[config.mk]
export PLATFORM = sky130hd
export DESIGN_NAME = pc_sequencer
export DESIGN_NICKNAME = d
export VERILOG_FILES = /design/src/rtl/pc_pkg.sv /design/src/rtl/return_addr_stack.sv /design/src/rtl/pc_sequencer.sv
export SDC_FILE = /design/constraint.sdc
export NUM_CORES = 1
export LEC_CHECK = 0
export ABC_AREA = 1
export CAP_MARGIN = 20
export CORE_MARGIN = 1
export CORE_UTILIZATION = 40
export CTS_CLUSTER_SIZE = 12
export DETAILED_ROUTE_END_ITERATION = 7
export GPL_TIMING_DRIVEN = 0
export PLACE_DENSITY = 0.89
export SYNTH_ARGS = -nofsm -noshare
export SYNTH_HDL_FRONTEND = slang
export SYNTH_SLANG_ARGS = --single-unit
[constraint.sdc]
create_clock -name clock -period 2.2 [get_ports clock]
set_input_delay 0.44 -clock clock [delete_from_list [all_inputs] [get_ports clock]]
set_output_delay 0.44 -clock clock [all_outputs]
set_load 0.005 [all_outputs]
[src/rtl/pc_pkg.sv]
// Shared definitions for the PC sequencer: datapath widths, default reset PC,
// next-PC source encoding and the J-type target helper.
package pc_pkg;

   localparam int ADDR_W = 32;
   localparam int JIDX_W = 26;

   localparam logic [ADDR_W-1:0] DEFAULT_RESET_PC = 32'h0000_0000;

   typedef enum logic [1:0] {
      SRC_SEQ,
      SRC_BRANCH,
      SRC_JUMP,
      SRC_RETURN
   } pc_src_e;

   // J-type target is a concatenation with the PC+4 region bits, never a sum.
   function automatic logic [ADDR_W-1:0] jump_target(input logic [ADDR_W-1:0] seq_pc,
                                                      input logic [JIDX_W-1:0] index);
      return {seq_pc[ADDR_W-1:ADDR_W-4], index, 2'b00};
   endfunction

endpackage

[src/rtl/return_addr_stack.sv]
// Circular return-address stack: push/pop with a wrapping top pointer and
// overwrite-oldest on full. DEPTH must be a power of two, at least 2.
module return_addr_stack
   import pc_pkg::*;
#(
   parameter int DEPTH = 4,
   parameter int WIDTH = ADDR_W
) (
   input  logic                     clock,
   input  logic                     reset_n,
   input  logic                     push,
   input  logic                     pop,
   input  logic [WIDTH-1:0]         push_data,
   output logic [WIDTH-1:0]         top,
   output logic [$clog2(DEPTH):0]   count
);

   localparam int PTR_W = $clog2(DEPTH);
   localparam int CNT_W = PTR_W + 1;

   logic [WIDTH-1:0] mem [DEPTH];
   logic [PTR_W-1:0] wr_ptr;
   logic [PTR_W-1:0] top_ptr;

   // NOTE: the storage array has no reset; count qualifies every entry, so a
   // reset here would only cost flops without changing behaviour.
   always_ff @(posedge clock) begin
      if (push) begin
         mem[wr_ptr] <= push_data;
      end
   end

   // NOTE: sequential state uses non-blocking assignments so every flop
   // samples pre-edge values regardless of statement order.
   always_ff @(posedge clock or negedge reset_n) begin
      if (!reset_n) begin
         wr_ptr <= '0;
         count  <= '0;
      end else if (push) begin
         // When full, wr_ptr already addresses the oldest entry.
         wr_ptr <= wr_ptr + 1'b1;
         if (count != CNT_W'(DEPTH)) begin
            count <= count + 1'b1;
         end
      end else if (pop && (count != '0)) begin
         wr_ptr <= wr_ptr - 1'b1;
         count  <= count - 1'b1;
      end
   end

   assign top_ptr = wr_ptr - 1'b1;
   assign top     = mem[top_ptr];

endmodule

[src/rtl/pc_sequencer.sv]
// Program-counter owner: arbitrates branch/jump/return redirects into the next
// fetch address. Optional return-address stack checker under PC_SEQ_RAS_EN.
module pc_sequencer
   import pc_pkg::*;
#(
   parameter logic [ADDR_W-1:0] RESET_PC  = DEFAULT_RESET_PC,
   parameter int                RAS_DEPTH = 4
) (
   input  logic                         clock,
   input  logic                         reset_n,
   input  logic                         stall,
   input  logic                         branch_valid,
   input  logic [ADDR_W-1:0]            branch_target,
   input  logic                         jump_valid,
   input  logic [JIDX_W-1:0]            jump_index,
   input  logic                         link,
   input  logic                         return_valid,
   input  logic [ADDR_W-1:0]            jr_target,
   output logic [ADDR_W-1:0]            pc,
   output logic [ADDR_W-1:0]            pc_plus4,
   output logic                         redirect,
   output logic                         ras_mismatch,
   output logic [$clog2(RAS_DEPTH):0]   ras_count
);

   pc_src_e           src;
   logic [ADDR_W-1:0] next_pc;

   assign pc_plus4 = pc + 32'd4;

   // NOTE: src and next_pc get defaults first so no path leaves them
   // unassigned, which would otherwise infer latches.
   always_comb begin
      src     = SRC_SEQ;
      next_pc = pc_plus4;
      if (branch_valid) begin
         src     = SRC_BRANCH;
         next_pc = branch_target;
      end else if (jump_valid) begin
         src     = SRC_JUMP;
         next_pc = jump_target(pc_plus4, jump_index);
      end else if (return_valid) begin
         src     = SRC_RETURN;
         next_pc = jr_target;
      end
   end

   always_ff @(posedge clock or negedge reset_n) begin
      if (!reset_n) begin
         pc       <= RESET_PC;
         redirect <= 1'b0;
      end else if (!stall) begin
         pc       <= next_pc;
         redirect <= (src != SRC_SEQ);
      end
   end

`ifdef PC_SEQ_RAS_EN
   logic              ras_push;
   logic              ras_pop;
   logic              ras_empty;
   logic [ADDR_W-1:0] ras_top;

   // Only the winning request may touch the stack.
   assign ras_empty = (ras_count == '0);
   assign ras_push  = !stall && (src == SRC_JUMP) && link;
   assign ras_pop   = !stall && (src == SRC_RETURN) && !ras_empty;

   return_addr_stack #(
      .DEPTH (RAS_DEPTH),
      .WIDTH (ADDR_W)
   ) u_ras (
      .clock     (clock),
      .reset_n   (reset_n),
      .push      (ras_push),
      .pop       (ras_pop),
      .push_data (pc_plus4),
      .top       (ras_top),
      .count     (ras_count)
   );

   // The stack only predicts; jr_target always steers the PC.
   always_ff @(posedge clock or negedge reset_n) begin
      if (!reset_n) begin
         ras_mismatch <= 1'b0;
      end else if (!stall) begin
         ras_mismatch <= (src == SRC_RETURN) && (ras_empty || (ras_top != jr_target));
      end
   end
`else
   logic unused_link;

   assign unused_link  = link;
   assign ras_mismatch = 1'b0;
   assign ras_count    = '0;
`endif

endmodule

## Yosys cells after proc, flatten, opt, wreduce, memory -nomap -nowiden

Cells that the tools add are included.

- Magnitude comparators: 0
- Bitwise operators: 0
- Multiply operators: 0
- Muxes and demuxes: 6
- Div/mod/pow operators: 0
- Shift-type cells: 0
- Eq/ne operators: 0
- $add $sub $neg: 1
- Reduce and logical (&&, ||, !) cells: 1

Operators with widths:

| cell | count |
|---|---|
| two-way mux 32 bit | 3 |
| adder 32 x 3 -> 32 bit, second input constant | 1 |
| two-way mux 2 bit | 3 |
| nonzero test 2 bit | 1 |

- Bits in latches: 0
- Bits of input ports: 97
- RAM bits: 0
- Memory bits (read-only): 0
- Register bits: 33
- Memories: 0
- Output and inout bits: 69
- Word-level logic and storage cells: 10

## Logic depth before layout (Yosys ltp)

- Word-level depth: 4
- Gate-level depth with buffers: 12
- Gate-level depth less buffers: 12

## Worst setup path after synthesis

No wires, ideal clock.

- Kind: flip-flop to output port
- From: register pc[3]
- To: output pc_plus4[26]
- Data arrival time: 1324 ps
- Cell stages (with the launch flop): 8
- Slack: 436 ps
- Cell sequence: dfrtp_1 > ha_1 > nand2_2 > nor2_2 > nand2_2 > nor2_1 > nand3_1 > and2_1

- Longest elaborated chain between the ends: 1

Ends and longest elaborated chain:

| item | RTL line | RTL |
|---|---|---|
| start, declared | pc_sequencer.sv:19 | `output logic [ADDR_W-1:0] pc,` |
| start signal, assigned | pc_sequencer.sv:53 | `pc <= next_pc;` |
| adder 32 x 3 -> 32 bit | pc_sequencer.sv:29 | `assign pc_plus4 = pc + 32'd4;` |
| end, declared | pc_sequencer.sv:20 | `output logic [ADDR_W-1:0] pc_plus4,` |

Every way passes these cells.

## Worst setup path in the final report

- From: register pc[4]
- To: output pc_plus4[15]

The elaborated chain is that of the path after synthesis.

==> reports/qor.txt <==
Synth cell types - 34
met1 Usage GRT - 0.394
critical path endpoint category - output pin
initial antenna violation count - 0
GRT Util Overall - 0.352
largest net degree at the start of global routing - 34
worst-skew pair later-pin latency - 0.30 ns
Post-Synthesis Cell Area - 3010 sq um
HP Class - in -> async
non-filler cells, final - 819
Core Area - 7250 sq um
ANT nets after route - 0
dpl cell area - 4720 sq um
Layout Utilization - 0.789
Post-Synth Adder-Cell Area - 0.00415
main combinational cell family by area after synthesis - simple AND/OR/NAND/NOR gates
Rows - 31
RSZ-0062 raised after global routing - true
post-synthesis mux area share - 0
DP Cell Count - 745
chip height - 88.8 microns
final worst slack - -0.207 ns
share of the yosys chip area belonging to registers - 0.274
final instance area - 5720 sq um
Crit Path Max Fanout - 4
Hold WS - 0.240 ns
initial DRC count - 427
Worst Tran Pin Value - 0.868 ns
overall routed net length - 15,700 microns
Slew HR - 0.421
CP arrival - 1.97 ns
Routability Congestion - 0.896
Yosys reg bits - 33
# H-tree levels - 2
Synth Instances - 486
DRC violations left - 0
reg2reg path depth - 14
PortBufs - 157
area grow syn2layout - 89.9%
clock root cell - clkbuf_8
Post-synth EDFFs - 0
peak supply drop - 0.000243 V
met2 usage - 0.609
violations in the final reports - negative setup slack
CTS tree - built
fin. max-slew vios - 0
vias - 4,694
pre-CTS setup slack - -0.221 ns
XOR/XNOR Fraction of Synth Area - 0.0502
Avg Cell Area, Syn - 6.20 sq um
Post-synth top flop - dfrtp_1
reg-to-reg endpoint - pc[15]
routed vias/inst - 5.73
# clock sinks - 33
number of global-route vias before repair - 4,381
Synth Area in Simple Gates - 0.435
pwr/cell area - 455 nW/um^2
Clock transition at path regs - 0.09 ns
worst reg2reg setup slack - 0.27 ns
share of cells above drive strength 1 - 0.285
fmax - 0.415 GHz
# IOs - 166
worst-case clock buffer depth - 2
Leakage - 2.60 nW
initial cell density of the core - 0.416
GR Layer Usage met3 - 0.0718
ant diodes - 0
Critical R2R Launch - pc[4]
Die Area - 7890 sq um
GR peak layer - met2
CTS Buf Count - 5
Startpoint Class - flop
Wirelength per Cell - 19.2 microns
post-detail-place hpwl - 9140 microns
first-pass GRT wire length - 20,800 microns
setup violators final - 21
First-pass DRT Iterations - 6
Min Clock Period, post-route - 2.41 ns
final worst-path cycle share - 1.09
total of max-cap violations - 0
GR Overflow Total - 0
compound-cell area share of the yosys netlist - 0.150
outcome - complete, but fails checks
die width - 88.8 microns
worst clock skew - 0.0116 ns
Yosys warning count - 0
final hold viol count - 0
Nets - 817
kind of critical path - reg -> out
asr flop ratio synth - 1.00
Worst Path Required - 1.76 ns
cells by family after synthesis:
group	Yosys count
buf+inv	59
other cells	1
xor+xnor	13
simple gates	309
fa+ha+maj	1
compound gates	70
flops	33
synth_stat cells, drive strengths merged, types with 2 or more instances:
cell	n	area [sq um]
xor2	9	116
a221oi	13	114
nor2	86	393
o211ai	4	30.0
a211oi	3	22.5
clkbuf	11	41.3
o21ai	13	65.1
a31oi	2	12.5
buf	16	95.1
xnor2	4	35.0
inv	31	116
o22ai	2	12.5
nand3b	6	45.0
dfrtp	33	826
a22o	6	52.6
nand3	19	100
nand2	191	732
a21oi	25	129
nor3	2	10.0
and2	4	25.0
per-layer routing:
metal  up-vias  routed length (microns)
li1       2013                        -
met5         -                        0
met2       436                     7660
met4         0                     1050
met1      2128                     5380
met3       117                     1640
power breakdown:
group / leakage [nW] / total, mW / internal [mW] / switching [mW]
Combinational: 2.17 / 1.27 / 0.674 / 0.597
Sequential: 0.371 / 0.785 / 0.685 / 0.100
Clock: 0.0542 / 0.550 / 0.284 / 0.266
flip-flops by register name, indices dropped and copies added, names as in the netlist:
signal	count
redirect	1
pc	32
layout by cell type, fill, tap and decap left out, drive strengths merged, types with 5 or more instances in the layout:
cell type | synthesis | layout
clkbuf | 11 | 25
a22o | 6 | 6
a21oi | 25 | 25
nand3 | 19 | 19
nand3b | 6 | 6
clkdlybuf4s50 | 0 | 128
a221oi | 13 | 13
o21ai | 13 | 13
inv | 31 | 31
dfrtp | 33 | 33
nand2 | 191 | 191
dlygate4sd2 | 0 | 5
nor2 | 86 | 86
xor2 | 9 | 9
buf | 16 | 92
metrics by stage:
stage | power (mW) | setup TNS (ns)
2_1_floorplan | 1.16 | 0
3_3_place_gp | 1.75 | -2.73
3_5_place_dp | 1.76 | -1.03
4_1_cts | 2.42 | -1.18
5_1_grt | 2.71 | -2.66
6_report | 2.60 | -1.67
how the worst max path moves through the flow:
stage	start	endpoint	depth (start not counted)	slack [ns]
4_1_cts	pc[3]	pc_plus4[26]	9	-0.20
2_1_floorplan	pc[3]	pc_plus4[26]	7	0.44
3_3_place_gp	pc[3]	pc_plus4[26]	9	-0.22
5_1_grt	pc[4]	pc_plus4[15]	10	-0.25
6_report	pc[4]	pc_plus4[15]	10	-0.21
3_5_place_dp	pc[3]	pc_plus4[26]	9	-0.22
repair_timing:
item / 4_1_cts / 5_1_grt
gates resized for setup: 114 / 80
setup buffers: 44 / 24
pin swaps: 25 / 32
setup endpoints to repair: 27 / 25
hold buffers: 0 / 0
worst max-delay path, cell delays in order (launching register included):
cell	delay, ns
dfrtp_2	0.47
buf_12	0.15
nand2_4	0.05
nor2_4	0.15
nand2_4	0.09
nor2_4	0.17
buf_6	0.13
buf_6	0.08
buf_6	0.10
xor2_2	0.14
buf_2	0.14
final cells by class:
cell class                      count  area, sq um
Clock inverter                      1         5.00
Sequential cell                    33          846
Buffer                             27          136
Multi-Input combinational cell    397         2280
Tap cell                           99          124
Clock buffer                        7         96.3
Timing Repair Buffer              223         2110
Fill cell                         478         1530
Inverter                           32          125
No activity file was read; power rests on OpenSTA's default activity.
